**config.mk**
```make
export PLATFORM = sky130hd
export DESIGN_NAME = perf_ctrl
export DESIGN_NICKNAME = d
export VERILOG_FILES = /design/src/rtl/perf_ctrl.sv
export SDC_FILE = /design/constraint.sdc
export NUM_CORES = 1
export LEC_CHECK = 0
export BUFFER_PORTS_ARGS = -buffer_cell sky130_fd_sc_hd__buf_4
export CORE_MARGIN = 3
export CORE_UTILIZATION = 45
export CTS_CLUSTER_DIAMETER = 120
export DETAILED_ROUTE_END_ITERATION = 16
export PLACE_DENSITY_LB_ADDON = 0.2
export SLEW_MARGIN = 5
export SYNTH_ARGS = -nofsm -noshare
export SYNTH_HDL_FRONTEND = slang
export SYNTH_SLANG_ARGS = --single-unit
```
**constraint.sdc**
```tcl
create_clock -name clk -period 4.2 [get_ports clk]
set_clock_uncertainty 0.05 [all_clocks]
set_input_delay 0.21 -clock clk [delete_from_list [all_inputs] [get_ports clk]]
set_output_delay 0.21 -clock clk [all_outputs]
set_load 0.02 [all_outputs]
```
**src/rtl/perf_ctrl.sv**
```systemverilog
// perf_ctrl: sequencing controller for the perf performance monitor.
// Arms a measurement batch on a CSR command and turns the accelerator
// start/done pulses into the monitor's start/done pulses. Each pulse is
// delayed by one cycle, so the measured window matches the accelerator
// window. After each run it collects the counts into saturating snapshot
// registers. It raises irq when all runs of the batch are done.
//
// Ports:
//   clk, rst_n             clock, asynchronous active-low reset
//   csr_arm, csr_clear     CSR command pulses (clear has top priority)
//   csr_num_runs           runs per batch, sampled on arm (0 means 1)
//   accel_start/done       scheduler pulses delimiting one operation
//   perf_start/done_pulse  registered pulses into the perf instance
//   perf_total/active/idle counts from perf, sampled on perf_meas_done
//   snap_total/active/idle accumulated (saturating) counts
//   runs_done              runs completed in the current/last batch
//   busy, irq              not-idle status, batch-complete pulse
//   sat_flag, timeout_flag, proto_err  sticky status flags
module perf_ctrl #(
    parameter int COUNTER_WIDTH = 32,
    parameter int ACC_WIDTH     = 40,
    parameter int RUN_WIDTH     = 8,
    parameter int TIMEOUT_CYC   = 1024
) (
    input  logic                     clk,
    input  logic                     rst_n,
    input  logic                     csr_arm,
    input  logic                     csr_clear,
    input  logic [RUN_WIDTH-1:0]     csr_num_runs,
    input  logic                     accel_start,
    input  logic                     accel_done,
    output logic                     perf_start_pulse,
    output logic                     perf_done_pulse,
    input  logic [COUNTER_WIDTH-1:0] perf_total,
    input  logic [COUNTER_WIDTH-1:0] perf_active,
    input  logic [COUNTER_WIDTH-1:0] perf_idle,
    input  logic                     perf_meas_done,
    output logic [ACC_WIDTH-1:0]     snap_total,
    output logic [ACC_WIDTH-1:0]     snap_active,
    output logic [ACC_WIDTH-1:0]     snap_idle,
    output logic [RUN_WIDTH-1:0]     runs_done,
    output logic                     busy,
    output logic                     irq,
    output logic                     sat_flag,
    output logic                     timeout_flag,
    output logic                     proto_err
);

    localparam int TMO_W = $clog2(TIMEOUT_CYC + 1);
    localparam logic [TMO_W-1:0]     TMO_LOAD = TMO_W'(TIMEOUT_CYC);
    localparam logic [TMO_W-1:0]     TMO_ONE  = TMO_W'(1);
    localparam logic [TMO_W-1:0]     TMO_ZERO = {TMO_W{1'b0}};
    localparam logic [ACC_WIDTH-1:0] ACC_ZERO = {ACC_WIDTH{1'b0}};
    localparam logic [RUN_WIDTH-1:0] RUN_ZERO = {RUN_WIDTH{1'b0}};
    localparam logic [RUN_WIDTH-1:0] RUN_ONE  = RUN_WIDTH'(1);

    typedef enum logic [2:0] {
        S_IDLE     = 3'd0,
        S_ARMED    = 3'd1,
        S_MEASURE  = 3'd2,
        S_WAIT_RES = 3'd3,
        S_ACCUM    = 3'd4
    } state_t;

    // Saturating add: MSB of the result flags saturation, the rest is the clamped sum.
    function automatic logic [ACC_WIDTH:0] sat_add(input logic [ACC_WIDTH-1:0]     acc,
                                                   input logic [COUNTER_WIDTH-1:0] smp);
        logic [ACC_WIDTH:0] sum;
        sum = {1'b0, acc} + {{(ACC_WIDTH + 1 - COUNTER_WIDTH){1'b0}}, smp};
        if (sum[ACC_WIDTH]) begin
            sat_add = {1'b1, {ACC_WIDTH{1'b1}}};
        end else begin
            sat_add = sum;
        end
    endfunction

    state_t                   r_state, w_state_nxt;
    logic [RUN_WIDTH-1:0]     r_target, w_target_nxt;
    logic [RUN_WIDTH-1:0]     r_runs, w_runs_nxt;
    logic [TMO_W-1:0]         r_tmo, w_tmo_nxt;
    logic [COUNTER_WIDTH-1:0] r_samp_total, r_samp_active, r_samp_idle;
    logic [COUNTER_WIDTH-1:0] w_samp_total_nxt, w_samp_active_nxt, w_samp_idle_nxt;
    logic [ACC_WIDTH-1:0]     r_snap_total, r_snap_active, r_snap_idle;
    logic [ACC_WIDTH-1:0]     w_snap_total_nxt, w_snap_active_nxt, w_snap_idle_nxt;
    logic                     r_start_p, w_start_p_nxt;
    logic                     r_done_p, w_done_p_nxt;
    logic                     r_busy, r_irq, w_irq_nxt;
    logic                     r_sat, w_sat_nxt;
    logic                     r_tmo_flag, w_tmo_flag_nxt;
    logic                     r_proto, w_proto_nxt;
    logic [ACC_WIDTH:0]       w_add_total, w_add_active, w_add_idle;
    logic [RUN_WIDTH-1:0]     w_runs_inc;

    assign w_add_total  = sat_add(r_snap_total,  r_samp_total);
    assign w_add_active = sat_add(r_snap_active, r_samp_active);
    assign w_add_idle   = sat_add(r_snap_idle,   r_samp_idle);
    assign w_runs_inc   = r_runs + RUN_ONE;

    // Next-state, pulse and datapath decode; csr_clear overrides every state.
    always_comb begin
        w_state_nxt       = r_state;
        w_target_nxt      = r_target;
        w_runs_nxt        = r_runs;
        w_tmo_nxt         = r_tmo;
        w_samp_total_nxt  = r_samp_total;
        w_samp_active_nxt = r_samp_active;
        w_samp_idle_nxt   = r_samp_idle;
        w_snap_total_nxt  = r_snap_total;
        w_snap_active_nxt = r_snap_active;
        w_snap_idle_nxt   = r_snap_idle;
        w_start_p_nxt     = 1'b0;
        w_done_p_nxt      = 1'b0;
        w_irq_nxt         = 1'b0;
        w_sat_nxt         = r_sat;
        w_tmo_flag_nxt    = r_tmo_flag;
        w_proto_nxt       = r_proto;

        if (csr_clear) begin
            w_state_nxt       = S_IDLE;
            w_runs_nxt        = RUN_ZERO;
            w_tmo_nxt         = TMO_ZERO;
            w_snap_total_nxt  = ACC_ZERO;
            w_snap_active_nxt = ACC_ZERO;
            w_snap_idle_nxt   = ACC_ZERO;
            w_sat_nxt         = 1'b0;
            w_tmo_flag_nxt    = 1'b0;
            w_proto_nxt       = 1'b0;
        end else begin
            case (r_state)
                S_IDLE: begin
                    if (csr_arm) begin
                        w_target_nxt      = (csr_num_runs == RUN_ZERO) ? RUN_ONE : csr_num_runs;
                        w_runs_nxt        = RUN_ZERO;
                        w_snap_total_nxt  = ACC_ZERO;
                        w_snap_active_nxt = ACC_ZERO;
                        w_snap_idle_nxt   = ACC_ZERO;
                        w_sat_nxt         = 1'b0;
                        w_tmo_flag_nxt    = 1'b0;
                        w_proto_nxt       = 1'b0;
                        w_state_nxt       = S_ARMED;
                    end else begin
                        w_state_nxt = S_IDLE;
                    end
                end
                S_ARMED: begin
                    // A done coinciding with start is dropped: start wins.
                    if (accel_start) begin
                        w_start_p_nxt = 1'b1;
                        w_state_nxt   = S_MEASURE;
                    end else begin
                        w_state_nxt = S_ARMED;
                    end
                end
                S_MEASURE: begin
                    if (accel_done) begin
                        w_done_p_nxt = 1'b1;
                        w_tmo_nxt    = TMO_LOAD;
                        w_state_nxt  = S_WAIT_RES;
                    end else if (accel_start) begin
                        w_proto_nxt = 1'b1;
                        w_state_nxt = S_MEASURE;
                    end else begin
                        w_state_nxt = S_MEASURE;
                    end
                end
                S_WAIT_RES: begin
                    // Counter at 1 means this decrement reaches 0: timeout.
                    if (perf_meas_done) begin
                        w_samp_total_nxt  = perf_total;
                        w_samp_active_nxt = perf_active;
                        w_samp_idle_nxt   = perf_idle;
                        w_tmo_nxt         = r_tmo - TMO_ONE;
                        w_state_nxt       = S_ACCUM;
                    end else if (r_tmo <= TMO_ONE) begin
                        w_tmo_nxt      = TMO_ZERO;
                        w_tmo_flag_nxt = 1'b1;
                        w_state_nxt    = S_IDLE;
                    end else begin
                        w_tmo_nxt   = r_tmo - TMO_ONE;
                        w_state_nxt = S_WAIT_RES;
                    end
                end
                S_ACCUM: begin
                    w_snap_total_nxt  = w_add_total[ACC_WIDTH-1:0];
                    w_snap_active_nxt = w_add_active[ACC_WIDTH-1:0];
                    w_snap_idle_nxt   = w_add_idle[ACC_WIDTH-1:0];
                    w_sat_nxt         = r_sat | w_add_total[ACC_WIDTH]
                                      | w_add_active[ACC_WIDTH] | w_add_idle[ACC_WIDTH];
                    w_runs_nxt        = w_runs_inc;
                    if (w_runs_inc == r_target) begin
                        w_irq_nxt   = 1'b1;
                        w_state_nxt = S_IDLE;
                    end else begin
                        w_state_nxt = S_ARMED;
                    end
                end
                default: begin
                    w_state_nxt = S_IDLE;
                end
            endcase
        end
    end

    // State and output registers; all outputs come straight from flops.
    always_ff @(posedge clk or negedge rst_n) begin
        if (!rst_n) begin
            r_state       <= S_IDLE;
            r_target      <= RUN_ZERO;
            r_runs        <= RUN_ZERO;
            r_tmo         <= TMO_ZERO;
            r_samp_total  <= {COUNTER_WIDTH{1'b0}};
            r_samp_active <= {COUNTER_WIDTH{1'b0}};
            r_samp_idle   <= {COUNTER_WIDTH{1'b0}};
            r_snap_total  <= ACC_ZERO;
            r_snap_active <= ACC_ZERO;
            r_snap_idle   <= ACC_ZERO;
            r_start_p     <= 1'b0;
            r_done_p      <= 1'b0;
            r_busy        <= 1'b0;
            r_irq         <= 1'b0;
            r_sat         <= 1'b0;
            r_tmo_flag    <= 1'b0;
            r_proto       <= 1'b0;
        end else begin
            r_state       <= w_state_nxt;
            r_target      <= w_target_nxt;
            r_runs        <= w_runs_nxt;
            r_tmo         <= w_tmo_nxt;
            r_samp_total  <= w_samp_total_nxt;
            r_samp_active <= w_samp_active_nxt;
            r_samp_idle   <= w_samp_idle_nxt;
            r_snap_total  <= w_snap_total_nxt;
            r_snap_active <= w_snap_active_nxt;
            r_snap_idle   <= w_snap_idle_nxt;
            r_start_p     <= w_start_p_nxt;
            r_done_p      <= w_done_p_nxt;
            r_busy        <= (w_state_nxt != S_IDLE);
            r_irq         <= w_irq_nxt;
            r_sat         <= w_sat_nxt;
            r_tmo_flag    <= w_tmo_flag_nxt;
            r_proto       <= w_proto_nxt;
        end
    end

    assign perf_start_pulse = r_start_p;
    assign perf_done_pulse  = r_done_p;
    assign snap_total       = r_snap_total;
    assign snap_active      = r_snap_active;
    assign snap_idle        = r_snap_idle;
    assign runs_done        = r_runs;
    assign busy             = r_busy;
    assign irq              = r_irq;
    assign sat_flag         = r_sat;
    assign timeout_flag     = r_tmo_flag;
    assign proto_err        = r_proto;

endmodule
```
* After elaboration in Yosys (flattened, before gate mapping)
Index checks and enable logic that the tools add are counted.
W data, S select, Z words.
** Operators by class
- Add/subtract/negate cells :: 5
- Equality and inequality tests :: 11
- Magnitude comparators :: 1
- Mux-type cells :: 47
- Bitwise logic cells :: 4
- Reduce and logical (&&, ||, !) cells :: 13
** Operators by type and width (count)
- $pmux W40 S2 :: 3
- $mux W40 :: 4
- $add A40 B32 Y41 :: 3
- $mux W41 :: 3
- $mux W11 :: 4
- $mux W8 :: 3
- $pmux W11 S2 :: 1
- $mux W1 :: 20
- $ne A3 B3 Y1 const B :: 6
- $pmux W8 S2 :: 1
- $pmux W3 S5 :: 1
- $reduce_bool A3 Y1 :: 5
- $le A11 B1 Y1 const B :: 1
- $sub A11 B1 Y11 const B :: 1
- $add A8 B1 Y8 const B :: 1
- $eq A8 B8 Y1 :: 1
- $logic_not A8 Y1 :: 1
- $reduce_and A4 Y1 :: 2
- $eq A3 B2 Y1 const B :: 2
- $mux W3 :: 2
- $pmux W1 S2 :: 3
- $reduce_and A3 Y1 :: 2
- $mux W2 :: 2
- $reduce_and A2 Y1 :: 2
- other kinds (5) :: 7
** Storage, ports and cells
- Register bits :: 253
- Input bits :: 111
- Output and inout port bits :: 135

* Longest topological paths before layout
- Depth after elaboration :: 7
- Mapped depth :: 14
- Depth with buffers taken out :: 12

* Worst setup path before layout
OpenSTA, ideal clock, no wires.
- Path type :: register to register
- Start :: register r_snap_active[0], in the netlist snap_active[0]
- End :: register r_snap_active[33], in the netlist snap_active[33]
- Stages on the path, launching flop included :: 15
- Period minus slack after synthesis :: 3.295 ns
- Slack :: 0.905 ns
- Buffers on the path :: 2
- Data arrival time :: 3.119 ns
- Required time :: 4.024 ns
- Cells stage by stage :: dfrtp_1 > ha_1 > fa_1 > a211oi_1 > o21ai_2 > a21oi_4 > nor3_2 > o2111ai_2 > a21oi_2 > a221o_2 > and3_1 > buf_6 > buf_6 > a22oi_2 > nand3_1
** On the way
- Word-level cells in the longest chain between the ends :: 4
** Ends and longest elaborated chain
- start: declaration :: line 83 : logic [ACC_WIDTH-1:0] r_snap_total, r_snap_active, r_snap_idle;
- start signal: assignment :: line 233 : r_snap_active <= w_snap_active_nxt;
- $add A40 B32 Y41 :: line 69 : sum = {1'b0, acc} + {{(ACC_WIDTH + 1 - COUNTER_WIDTH){1'b0}}, smp};
- $mux W41 :: line 70 : if (sum[ACC_WIDTH]) begin
- $pmux W40 S2 :: line 129 : case (r_state)
- $mux W40 :: line 118 : if (csr_clear) begin
Every way passes these cells.
A chain may end at the register's enable or synchronous reset.

* Worst setup path in the final report
- Start :: register r_snap_total[0], in the netlist snap_total[0]
- End :: register r_snap_total[37], in the netlist snap_total[37]
** On the way
- Word-level cells in the longest chain between the ends :: 4
** Ends and longest elaborated chain
- start: declaration :: line 83
- start signal: assignment :: line 232 : r_snap_total <= w_snap_total_nxt;
- $add A40 B32 Y41 :: line 69
- $mux W41 :: line 70
- $pmux W40 S2 :: line 129
- $mux W40 :: line 118
Every way passes these cells.

==> out/qor.csv <==
metric,value,unit
largest net degree at the start of global routing,89,
Leakage,10.2,nW
Top Ports,246,
final non-filler cell area,19600,µm²
via count of the first global-routing pass,12800,
commonest cells in the synthesized netlist,"sky130_fd_sc_hd__nand2_1, sky130_fd_sc_hd__dfrtp_1, sky130_fd_sc_hd__mux2_2, sky130_fd_sc_hd__o21ai_0, sky130_fd_sc_hd__ha_1",
worst-path fanout max,28,
most repeated cell in the gate-level netlist after synthesis,sky130_fd_sc_hd__nand2_1,
worst hold-check slack,0.0424,ns
crit path kind,reg -> reg,
via count normalized by instance count,5.47,
startpoint type of the worst setup path,register,
CP Data Arrival Time,4.19,ns
outcome,finished clean,
count of antenna-violating nets left after detailed routing,0,
antenna violations before repair,0,
sequential cell area fraction in the yosys report,41.4,%
Seq pwr share,43.4,%
number of different library cells in the post-synthesis netlist,84,
"worst slack, placed",0.462,ns
"Warnings, synthesis",0,
post-synthesis instance area,15300,µm²
final estimated routing congestion in global placement,0.878,
Inserted Clock Buffers,30,
largest area contributor in the synthesized netlist,sky130_fd_sc_hd__dfrtp_1,
Worst-Skew Late Latency,0.57,ns
worst hold path class,in -> reg,
routed wire length,41400,µm
All-Layer GR Usage,22.4,%
Finish-stage setup viols,0,
wire length per cell,17.2,µm
fraction of final layout cells with drive strength greater than 1,22.6,%
most common flop cell mapped by yosys,sky130_fd_sc_hd__dfrtp_1,
HPWL after detailed placement,29000,µm
final worst slack,0.414,ns
"EDFF count, synth",0,
number of standard-cell rows in the floorplan,66,
total count of max-transition violations in the final report,0,
post-CTS setup buffer count,0,
share of total power in the clock network,39.4,%
average cell area after synthesis,9.46,µm²
Required @ worst endpoint,4.60,ns
Antenna diodes,0,
Layout Area Growth over Synthesis,28.1,%
floorplan die area,36200,µm²
transition time at the pin with the least slew margin,1.18,ns
Clock Root Buffer,sky130_fd_sc_hd__clkbuf_16,
clock input transition at the sequential cells of the worst setup and hold paths,0.06,ns
initial core utilization,46.3,%
internal cell power,0.00469,W
final critical-path share of the clock period,90.1,%
CTS tree,built,
"Remaining Overflow, GRT",0,
"IR drop worst, VDD",0.341,mV
"top cells by area, synth","sky130_fd_sc_hd__dfrtp_1, sky130_fd_sc_hd__ha_1, sky130_fd_sc_hd__mux2_2, sky130_fd_sc_hd__nand2_1, sky130_fd_sc_hd__o21ai_0",
number of storage elements in the synthesis netlist,253,
wire length of the first global-routing pass,67300,µm
Max transition margin,21.3,%
core area,33000,µm²
# DRC,0,
max-capacitance violation count,0,
net switching component of the power,0.00172,W
"buffers from clock root to sink, at most",3,
Mapped Cells,1617,
via total after detailed routing,13200,
chip height,190,µm
area fraction of the dominant cell type after synthesis,41.4,%
time the worst path needs with I/O delays and setup,3.79,ns
Post-DP Area,17500,µm²
number of nets in the layout,2160,
final hold violations,0,
first-iteration detailed-routing DRC count,793,
power density normalized to cell area,327,nW/µm²
crit end category,register,
combinational share of power,17.2,%
Die X,190,µm
CTS sink cnt,253,
net count of the mapped netlist,1830,
Post-synth ARST share,100,%
aggregate negative setup slack,0,ns
# fillers,2824,
RSZ-0062 raised after global routing,no,
Pre-antenna DRT Iters,4,
fraction of power spent switching nets,26.8,%
number of H-tree levels,1,
achievable clock frequency,264,MHz
count of input and output buffers,245,
==> registers in the layout (all words and copies together), names as in the netlist, 3 cells and up <==
signal         cells
snap_idle         40
r_samp_active     32
snap_total        40
r_target           8
runs_done          8
r_samp_idle       32
r_state            3
snap_active       40
r_samp_total      32
r_tmo             11
==> timing repair <==
action | 4_1_cts | 5_1_grt
hold buffers | 109 | 0
endpoints found under the hold margin | 196 | 0
gates resized for setup | 0 | 0
==> cell type report <==
class	instances	area (µm²)	area share, %
clock inverter	5	28.8	0.147
tap	442	553	2.82
multi-input combinational	1271	8590	43.9
sequential	253	6330	32.3
inverter	23	86.3	0.441
clock buffer	46	932	4.76
timing repair buffer	368	3070	15.7
==> through the flow <==
step	cells	power, W	utilization [%]
final	2408	0.00641	59.3
after global routing	2408	0.00673	59.3
after CTS	2408	0.00649	59.3
after detailed placement	2248	0.00384	53.1
after global placement	2248	0.00381	53.1
after floorplan	1617	0.00350	-
==> critical path, stage by stage (launching register included) <==
cell and delay [ns]:
sky130_fd_sc_hd__dfrtp_1 0.40, sky130_fd_sc_hd__ha_1 0.25, sky130_fd_sc_hd__fa_1 0.43, sky130_fd_sc_hd__a211oi_1 0.38, sky130_fd_sc_hd__o21ai_1 0.14, sky130_fd_sc_hd__a21oi_2 0.24
sky130_fd_sc_hd__a21o_2 0.24, sky130_fd_sc_hd__o311ai_2 0.19, sky130_fd_sc_hd__a221oi_2 0.42, sky130_fd_sc_hd__nor2_2 0.32, sky130_fd_sc_hd__nand2_1 0.25, sky130_fd_sc_hd__nand3_1 0.09
sky130_fd_sc_hd__a211o_1 0.27
==> layer usage <==
metal	global-route usage (%)	vias up	share of wire (%)
met5	0	-	0
met4	5.33	0	2.4
met3	4.58	56	5.8
met2	37.3	301	46
met1	30.3	6316	45
li1	-	6499	-
==> placed cells by master, fill, tap and decap left out, types with 23 or more instances in the layout <==
master                          count
sky130_fd_sc_hd__clkbuf_16         31
sky130_fd_sc_hd__nor2_1            79
sky130_fd_sc_hd__buf_4            256
sky130_fd_sc_hd__dlygate4sd3_1    109
sky130_fd_sc_hd__a21o_1            58
sky130_fd_sc_hd__dfrtp_1          253
sky130_fd_sc_hd__o21ai_1           77
sky130_fd_sc_hd__a21oi_1           94
sky130_fd_sc_hd__a31oi_1           26
sky130_fd_sc_hd__xor2_1            37
sky130_fd_sc_hd__nand2_1          258
sky130_fd_sc_hd__xnor2_1           56
sky130_fd_sc_hd__nand3_1           43
sky130_fd_sc_hd__o21ai_0          103
sky130_fd_sc_hd__ha_1              99
sky130_fd_sc_hd__inv_1             23
sky130_fd_sc_hd__mux2_2           103
==> cell families after synthesis <==
logic type | Yosys count | share of synthesized area [%]
xor+xnor | 93 | 5.33
mux | 104 | 7.65
flops | 253 | 41.4
simple gates | 493 | 14.4
buf+inv | 93 | 2.53
compound gates | 479 | 20.2
fa+ha+maj | 102 | 8.49
==> power groups by stage <==
stage / logic [W] / clock network, W / registers, W
6_report: 0.00110 / 0.00252 / 0.00278
4_1_cts: 0.00110 / 0.00260 / 0.00278
3_5_place_dp: 0.00102 / 0 / 0.00282
2_1_floorplan: 0.000730 / 0 / 0.00277
5_1_grt: 0.00122 / 0.00270 / 0.00280
3_3_place_gp: 0.000999 / 0 / 0.00281
==> path summary, 6_finish.rpt <==
| kind | startpoint | endpoint | slack, ns | cells after the start |
|---|---|---|---|---|
| min in group asynchronous | rst_n | r_tmo[9]$_DFFE_PN0P_ | 0.17 | 2 |
| max in group asynchronous | rst_n | r_samp_total[22]$_DFFE_PN0P_ | 2.88 | 3 |
| hold / removal | perf_meas_done | r_state[1]$_DFF_PN0_ | 0.04 | 4 |
| hold reg to reg | r_tmo[8]$_DFFE_PN0P_ | r_tmo[8]$_DFFE_PN0P_ | 0.44 | 1 |
| setup / recovery | snap_total[0]$_DFFE_PN0P_ | snap_total[37]$_DFFE_PN0P_ | 0.41 | 12 |
| setup reg to reg | snap_total[0]$_DFFE_PN0P_ | snap_total[37]$_DFFE_PN0P_ | 0.41 | 12 |
No activity file was read; power rests on OpenSTA's default activity.
